==> src/rtl/fwd_pipe_mux_if.sv <==
// rtl/fwd_pipe_mux_if.sv - handshake and data bundle for the forwarding operand mux
// master drives the upstream/downstream stimulus side, slave is the mux itself.
interface fwd_pipe_mux_if #(
    parameter int WIDTH = 32,
    parameter int NSRC  = 4,
    parameter int SELW  = 2
);
    logic [NSRC*WIDTH-1:0] in_data;
    logic [SELW-1:0]       sel;
    logic                  in_valid;
    logic                  in_ready;
    logic                  flush;
    logic [WIDTH-1:0]      out_data;
    logic                  out_valid;
    logic                  out_ready;
    logic                  sel_err;

    modport master (
        output in_data, sel, in_valid, flush, out_ready,
        input  in_ready, out_data, out_valid, sel_err
    );

    modport slave (
        input  in_data, sel, in_valid, flush, out_ready,
        output in_ready, out_data, out_valid, sel_err
    );
endinterface

==> src/rtl/fwd_pipe_mux.sv <==
// rtl/fwd_pipe_mux.sv - saturating source select feeding a two-entry (main + skid) pipeline register
// in_ready is registered from the skid occupancy so it never depends on out_ready.
module fwd_pipe_mux #(
    parameter int WIDTH = 32,
    parameter int NSRC  = 4,
    parameter int SELW  = 2
) (
    input  logic               clk,
    input  logic               reset,
    fwd_pipe_mux_if.slave      bus
);
    logic [WIDTH-1:0] r_main_data;
    logic             r_main_valid;
    logic [WIDTH-1:0] r_skid_data;
    logic             r_skid_valid;
    logic             r_in_ready;
    logic             r_sel_err;

    logic [WIDTH-1:0] w_sel_data;
    logic             w_sel_oob;
    logic             w_accept;
    logic             w_main_free;
    logic             w_main_valid_nxt;
    logic             w_skid_valid_nxt;
    logic             w_load_main_skid;
    logic             w_load_main_in;
    logic             w_load_skid;

    // Out-of-range selects fall through to the last source.
    always_comb begin
        w_sel_data = bus.in_data[(NSRC-1)*WIDTH +: WIDTH];
        for (int k = 0; k < NSRC-1; k++) begin
            if ({1'b0, bus.sel} == (SELW+1)'(k)) begin
                w_sel_data = bus.in_data[k*WIDTH +: WIDTH];
            end
        end
    end

    assign w_sel_oob   = (NSRC > 1) && ({1'b0, bus.sel} >= (SELW+1)'(NSRC));
    assign w_accept    = bus.in_valid && r_in_ready && !bus.flush;
    assign w_main_free = !r_main_valid || bus.out_ready;

    always_comb begin
        w_main_valid_nxt = r_main_valid;
        w_skid_valid_nxt = r_skid_valid;
        w_load_main_skid = 1'b0;
        w_load_main_in   = 1'b0;
        w_load_skid      = 1'b0;
        if (bus.flush) begin
            w_main_valid_nxt = 1'b0;
            w_skid_valid_nxt = 1'b0;
        end else if (w_main_free) begin
            if (r_skid_valid) begin
                w_main_valid_nxt = 1'b1;
                w_load_main_skid = 1'b1;
                w_skid_valid_nxt = w_accept;
                w_load_skid      = w_accept;
            end else if (w_accept) begin
                w_main_valid_nxt = 1'b1;
                w_load_main_in   = 1'b1;
            end else begin
                w_main_valid_nxt = 1'b0;
            end
        end else if (w_accept) begin
            w_skid_valid_nxt = 1'b1;
            w_load_skid      = 1'b1;
        end
    end

    always_ff @(posedge clk) begin
        if (reset) begin
            r_main_data  <= '0;
            r_main_valid <= 1'b0;
            r_skid_data  <= '0;
            r_skid_valid <= 1'b0;
            r_in_ready   <= 1'b0;
            r_sel_err    <= 1'b0;
        end else begin
            r_main_valid <= w_main_valid_nxt;
            r_skid_valid <= w_skid_valid_nxt;
            r_in_ready   <= !w_skid_valid_nxt;
            if (w_load_main_skid) begin
                r_main_data <= r_skid_data;
            end else if (w_load_main_in) begin
                r_main_data <= w_sel_data;
            end
            if (w_load_skid) begin
                r_skid_data <= w_sel_data;
            end
            // Sticky even if the offending transfer is later flushed.
            if (w_accept && w_sel_oob) begin
                r_sel_err <= 1'b1;
            end
        end
    end

    assign bus.out_data  = r_main_data;
    assign bus.out_valid = r_main_valid;
    assign bus.in_ready  = r_in_ready;
    assign bus.sel_err   = r_sel_err;
endmodule

==> src/flat_wrapper.sv <==
// flat-port wrapper written by rule: the top's interface ports become plain ports
module fwd_pipe_mux_flat 
#(
    parameter int WIDTH = 32,
    parameter int NSRC  = 4,
    parameter int SELW  = 2
)
  (clk, reset, bus_in_data, bus_sel, bus_in_valid, bus_flush, bus_out_ready, bus_in_ready, bus_out_data, bus_out_valid, bus_sel_err);
  fwd_pipe_mux_if #(.WIDTH(WIDTH), .NSRC(NSRC), .SELW(SELW)) bus_i ();
  input  logic clk;
  input  logic reset;
  input wire logic [$bits(bus_i.in_data)-1:0] bus_in_data;
  input wire logic [$bits(bus_i.sel)-1:0] bus_sel;
  input wire logic [$bits(bus_i.in_valid)-1:0] bus_in_valid;
  input wire logic [$bits(bus_i.flush)-1:0] bus_flush;
  input wire logic [$bits(bus_i.out_ready)-1:0] bus_out_ready;
  output wire logic [$bits(bus_i.in_ready)-1:0] bus_in_ready;
  output wire logic [$bits(bus_i.out_data)-1:0] bus_out_data;
  output wire logic [$bits(bus_i.out_valid)-1:0] bus_out_valid;
  output wire logic [$bits(bus_i.sel_err)-1:0] bus_sel_err;
  assign bus_i.in_data = bus_in_data;
  assign bus_i.sel = bus_sel;
  assign bus_i.in_valid = bus_in_valid;
  assign bus_i.flush = bus_flush;
  assign bus_i.out_ready = bus_out_ready;
  assign bus_in_ready = bus_i.in_ready;
  assign bus_out_data = bus_i.out_data;
  assign bus_out_valid = bus_i.out_valid;
  assign bus_sel_err = bus_i.sel_err;
  fwd_pipe_mux #(.WIDTH(WIDTH), .NSRC(NSRC), .SELW(SELW)) u_core (.clk(clk), .reset(reset), .bus(bus_i));
endmodule
==> config.mk <==
export PLATFORM = sky130hd
export DESIGN_NAME = fwd_pipe_mux_flat
export DESIGN_NICKNAME = d
export VERILOG_FILES = /design/src/rtl/fwd_pipe_mux_if.sv /design/src/rtl/fwd_pipe_mux.sv /design/src/flat_wrapper.sv
export SDC_FILE = /design/constraint.sdc
export NUM_CORES = 1
export LEC_CHECK = 0
export ABC_AREA = 0
export BUFFER_PORTS_ARGS = -buffer_cell sky130_fd_sc_hd__buf_2
export CELL_PAD_IN_SITES_DETAIL_PLACEMENT = 0
export CELL_PAD_IN_SITES_GLOBAL_PLACEMENT = 1
export CORE_MARGIN = 2
export CORE_UTILIZATION = 36
export CTS_CLUSTER_SIZE = 8
export DETAILED_ROUTE_END_ITERATION = 10
export GPL_ROUTABILITY_DRIVEN = 0
export HOLD_SLACK_MARGIN = 0.08
export PLACE_DENSITY_LB_ADDON = 0.12
export SKIP_LAST_GASP = 1
export SYNTH_ARGS = -nofsm -noshare
export SYNTH_HDL_FRONTEND = slang
export SYNTH_SLANG_ARGS = --single-unit
==> constraint.sdc <==
create_clock -name clk -period 2.11 [get_ports clk]
set_input_delay 0.422 -clock clk [delete_from_list [all_inputs] [get_ports clk]]
set_output_delay 0.422 -clock clk [all_outputs]
set_load 0.01 [all_outputs]
; Word level (Yosys, flattened, before mapping)
; Cells that the tools add are included.
[word_totals]
out_inout_bits = 35
reg_bits = 67
[classes]
n_eq_ne = 2
muxes = 19
n_reduce_logical = 9
[ops]
columns = cell, n
row1 = two-way mux 32 bit, 5
row2 = two-way mux 1 bit, 14
row3 = logical NOT 1 bit, 3
row4 = == test 2 x 1 -> 1 bit (second input constant), 1
row5 = == test 2 bit (second input constant), 1
row6 = logical AND 1 bit, 2
row7 = logical NOT 2 bit, 1
row8 = nonzero test 2 bit, 1
row9 = OR reduction 2 bit, 1
row10 = logical OR 1 bit, 1

; Logic depth before layout (Yosys ltp)
[logic_depth]
depth_word = 8
mapped_depth = 6
depth_no_buf = 3

; Worst setup path after synthesis
; No wires, ideal clock.
[synth_timing]
path_kind = input to register
startpoint = input port bus_sel[0]
endpoint = register u_core.r_main_data[16], in the netlist u_core.bus.out_data[16]
required_time_ns = 1.962
cell_stages = 5
arrival_time_ns = 1.469
slack_ns = 0.493
setup_time_ns = 0.148
path_cell_list = buf_6 > buf_6 > mux4_2 > nor4_2 > a2111oi_2
[synth_via]
elab_chain_cells = 6
elab_cells_between_ends = 8
cone_classes = 2 x eq/ne / 5 x mux / 1 x reduce/logical
[synth_rtl]
columns = element, line_no
row1 = "start, declared", flat_wrapper.sv:13  ; input wire logic [$bits(bus_i.sel)-1:0] bus_sel;
row2 = logical NOT 2 bit, fwd_pipe_mux.sv:33  ; if ({1'b0, bus.sel} == (SELW+1)'(k)) begin
row3 = two-way mux 32 bit (2 in series), fwd_pipe_mux.sv:33
row4 = two-way mux 32 bit *, fwd_pipe_mux.sv:33
row5 = two-way mux 32 bit *, fwd_pipe_mux.sv:84  ; end else if (w_load_main_in) begin
row6 = two-way mux 32 bit *, fwd_pipe_mux.sv:82  ; if (w_load_main_skid) begin
row7 = "end signal, assigned", fwd_pipe_mux.sv:83  ; r_main_data <= r_skid_data;
row8 = "end signal, assigned", fwd_pipe_mux.sv:85  ; r_main_data <= w_sel_data;
row9 = "end, declared", fwd_pipe_mux.sv:12  ; logic [WIDTH-1:0] r_main_data;
; Every way passes the cells marked *; elsewhere a longest branch is shown, timed or not. The select of a mux whose other input is x is not followed.
; A chain may end at the register's enable or synchronous reset.

; Worst setup path after layout
[layout_timing]
startpoint = register u_core.r_skid_valid
endpoint = register u_core.r_main_data[1], in the netlist u_core.bus.out_data[1]
[layout_via]
elab_chain_cells = 4
elab_cells_between_ends = 8
cone_classes = 7 x mux / 1 x reduce/logical
[layout_rtl]
columns = element, line_no
row1 = "start, declared", fwd_pipe_mux.sv:15  ; logic r_skid_valid;
row2 = "start signal, assigned", fwd_pipe_mux.sv:80  ; r_skid_valid <= w_skid_valid_nxt;
row3 = two-way mux 1 bit, fwd_pipe_mux.sv:53  ; if (r_skid_valid) begin
row4 = two-way mux 1 bit, fwd_pipe_mux.sv:52  ; end else if (w_main_free) begin
row5 = two-way mux 1 bit, fwd_pipe_mux.sv:49  ; if (bus.flush) begin
row6 = two-way mux 32 bit or nonzero test 2 bit (tied branches), -
; Several ways; a longest one is shown, not always the timed one.

==> impl_metrics.yaml <==
status:
  status: "finished, final reports clean"
clocking:
  root_buffer: "clkbuf_16"
  clk_pin_slew_ns: 0.06
  clk_latency_ns: 0.33
  post_cts_buffers: 0
  numCtsBuffers: 9
  cts_tree: "done"
  cts_max_level: 3
  holdBufCountCts: 0
  clk_path_buf_depth: 2
  cts_resized: 0
  clock_sinks: 67
detailed_routing:
  wire_per_inst_um: 18.39
  first_iter_violations: 173
  ant_nets: 0
  via_count: 3945
  drc_errors: 0
  vias_per_cell: 5.776
  postRouteWirelength_mm: 12.56
  first_pass_iters: 4
sta:
  skew_ns: 0.006476
  maxSlewViolCount: 0
  fmax_mhz: 556.4
  tns_ns: 0
  worstMarginPinSlew_ns: 0.5907
  slew_headroom: 0.6062
  setup_slack_ns: 0.3127
  fin_crit_sh: 0.8518
  setup_viol: 0
  min_period_ns: 1.797
  hold_viol: 0
  rsz0062_at_grt: "false"
global_routing:
  use_met3: 0.03226
  grt_antenna_before_repair: 0
  grt_max_degree: 69
  grt_first_pass_wirelength_mm: 20.22
  use_met1: 0.2592
  track_usage: 0.2010
  grt-busiest-layer: "met2"
  use_met2: 0.3464
  grt_pass1_vias: 3943
  gr-total-overflow: 0
power:
  switching_share: 0.2494
  ir_drop_mv: 0.4209
  internal-power_uw: 2557
  comb_power_share: 0.163
  p_seq_frac: 0.388
  leakagePower_uw: 0.001990
  p_per_area_mw_per_mm2: 636.2
  power_frac_clock: 0.449
  switchingPower_uw: 849.5
setup_path:
  worstPathRequired_ns: 2.30
  slowest_delay_ns: 0.49
  arrival_ns: 1.99
  cp_cell_sequence: "buf_12 > o211ai_1 > buf_4 > a2111oi_1"
  crit_slowest_cell: "a2111oi_1"
  startpoint_type: "flop"
  cp_max_fo: 68
  end_kind: "flop"
  path_class: "flop to flop"
floorplanning:
  initial_core_util: 0.3730
  die_h_um: 110.7
  dieArea_mm2: 0.01225
  coreArea_mm2: 0.01098
  io_pins: 170
  rows: 38
  die_w_um: 110.7
placed_design:
  dp_slack_ns: 0.3366
  io_buffers: 168
  hpwl_mm: 8.177
min_path:
  hold_path.class: "flop to flop"
synth:
  yosysTopAreaCellShare: 0.3274
  synthFlopType: "dfxtp_1"
  synth.area.top_cells: "dfxtp_1, mux4_2, a2111oi_2, o2111ai_1, nor4_1"
  synth_area_mm2: 0.004096
  synth_compound_area_frac: 0.2153
  ys_types: 31
  synth_top_family_by_area: "compound AO/OA/AOI/OAI gates"
  synthesis.nets: 532
  synth_seq_cells: 67
  syn_avg_cell_area_um2: 10.32
  synth_cells: 397
  yosysSeqAreaShare: 0.3274
  netlist.top_cell.by_area: "dfxtp_1"
  synthMuxAreaShare: 0.1768
  synth_xor_xnor_area_share: 0
  synthAdderAreaFrac: 0
  synth-edff-count: 0
  synth-simple-area-share: 0.1714
  yosys_warnings: 0
  synth-async-reset-ratio: 0
layout:
  layout_commonest_cell: "buf_2"
  n_fill_cell: 1037
  final_cell_mix: "buf_2, dfxtp_1, nor4_1"
  fin_nets: 674
  drive_gt1_frac: 0.5120
  register_area_mm2: 0.001343
  antenna_cells: 0
  synthToLayoutAreaGrowth_pct: 30.70
  postLayoutCoreUtil: 0.4875
  multi_input_area_mm2: 0.002323
flow_run:
  drv_cap: 0
==> synthesized netlist by cell type, types with 3 or more instances <==
| cell type | instances |
|---|---|
| clkbuf_1 | 20 |
| nor4_1 | 44 |
| inv_1 | 35 |
| mux4_2 | 31 |
| o2111ai_1 | 32 |
| a2111oi_1 | 11 |
| o21ai_0 | 29 |
| dfxtp_1 | 67 |
| buf_4 | 5 |
| nor4_2 | 20 |
| buf_1 | 3 |
| o21ai_1 | 4 |
| nand2_1 | 32 |
| buf_2 | 22 |
| a2111oi_2 | 20 |
| clkbuf_2 | 3 |
==> cell type report <==
type	instances	share of cell area
flip-flops and latches	67	0.2508
repair buffers	188	0.2014
inverters	35	0.02454
well taps	140	0.03272
multi-input cells	238	0.4340
clock inverters	4	0.009348
clock buffers	11	0.04721
==> sequential cells by signal, summed over array words and instances (netlist names) <==
name	flops
u_core.bus.out_data	32
u_core.r_skid_data	32
u_core.bus.in_ready	1
u_core.bus.out_valid	1
u_core.r_skid_valid	1
==> worst max-delay path: cells and delay by family, from the launching register on <==
family,cells,cell delay [ns]
compound gates,2,0.67
buf+inv,2,0.55
flops,1,0.35
==> per-stage QoR <==
stage	total power, µW	hold WS, ns	area [µm²]	std cells
6_report	3406	0.4479	5354	683
5_1_grt	3545	0.4722	5354	683
4_1_cts	3440	0.4525	5354	683
3_5_place_dp	1911	0.4443	5051	668
3_3_place_gp	1900	0.4377	5051	668
2_1_floorplan	1679	0.4286	4096	397
==> power by group through the flow <==
stage / combinational, µW / sequential, µW / clock (µW)
after floorplan: 314 / 1360 / 0
final: 555 / 1320 / 1530
after global routing: 604 / 1330 / 1610
after CTS: 563 / 1320 / 1550
after global placement: 552 / 1350 / 0
after detailed placement: 561 / 1350 / 0
==> kinds of logic (layout without fill, tap and decap cells) <==
group | count (synthesis) | count (layout)
mux | 32 | 32
other cells | 1 | 1
simple gates | 105 | 105
compound gates | 100 | 100
buf+inv | 92 | 238
flops | 67 | 67
==> per-layer routing <==
| metal | vias to the layer above | wire length (µm) | part of all wire |
|---|---|---|---|
| met5 | - | 0 | 0 |
| met4 | 0 | 141 | 0.011 |
| met3 | 12 | 630 | 0.050 |
| met2 | 121 | 6292 | 0.50 |
| met1 | 1948 | 5494 | 0.44 |
| li1 | 1864 | - | - |
==> worst paths after layout <==
check                                             from                     end  slack (ns)  depth (start not counted)
worst max-delay path               u_core.r_skid_valid  u_core.bus.out_data[1]        0.31                          4
worst min-delay path            u_core.r_skid_data[15]  u_core.r_skid_data[15]        0.45                          2
worst max register to register     u_core.r_skid_valid  u_core.bus.out_data[1]        0.31                          4
worst min register to register  u_core.r_skid_data[15]  u_core.r_skid_data[15]        0.45                          2
No activity file was read; power rests on OpenSTA's default activity.
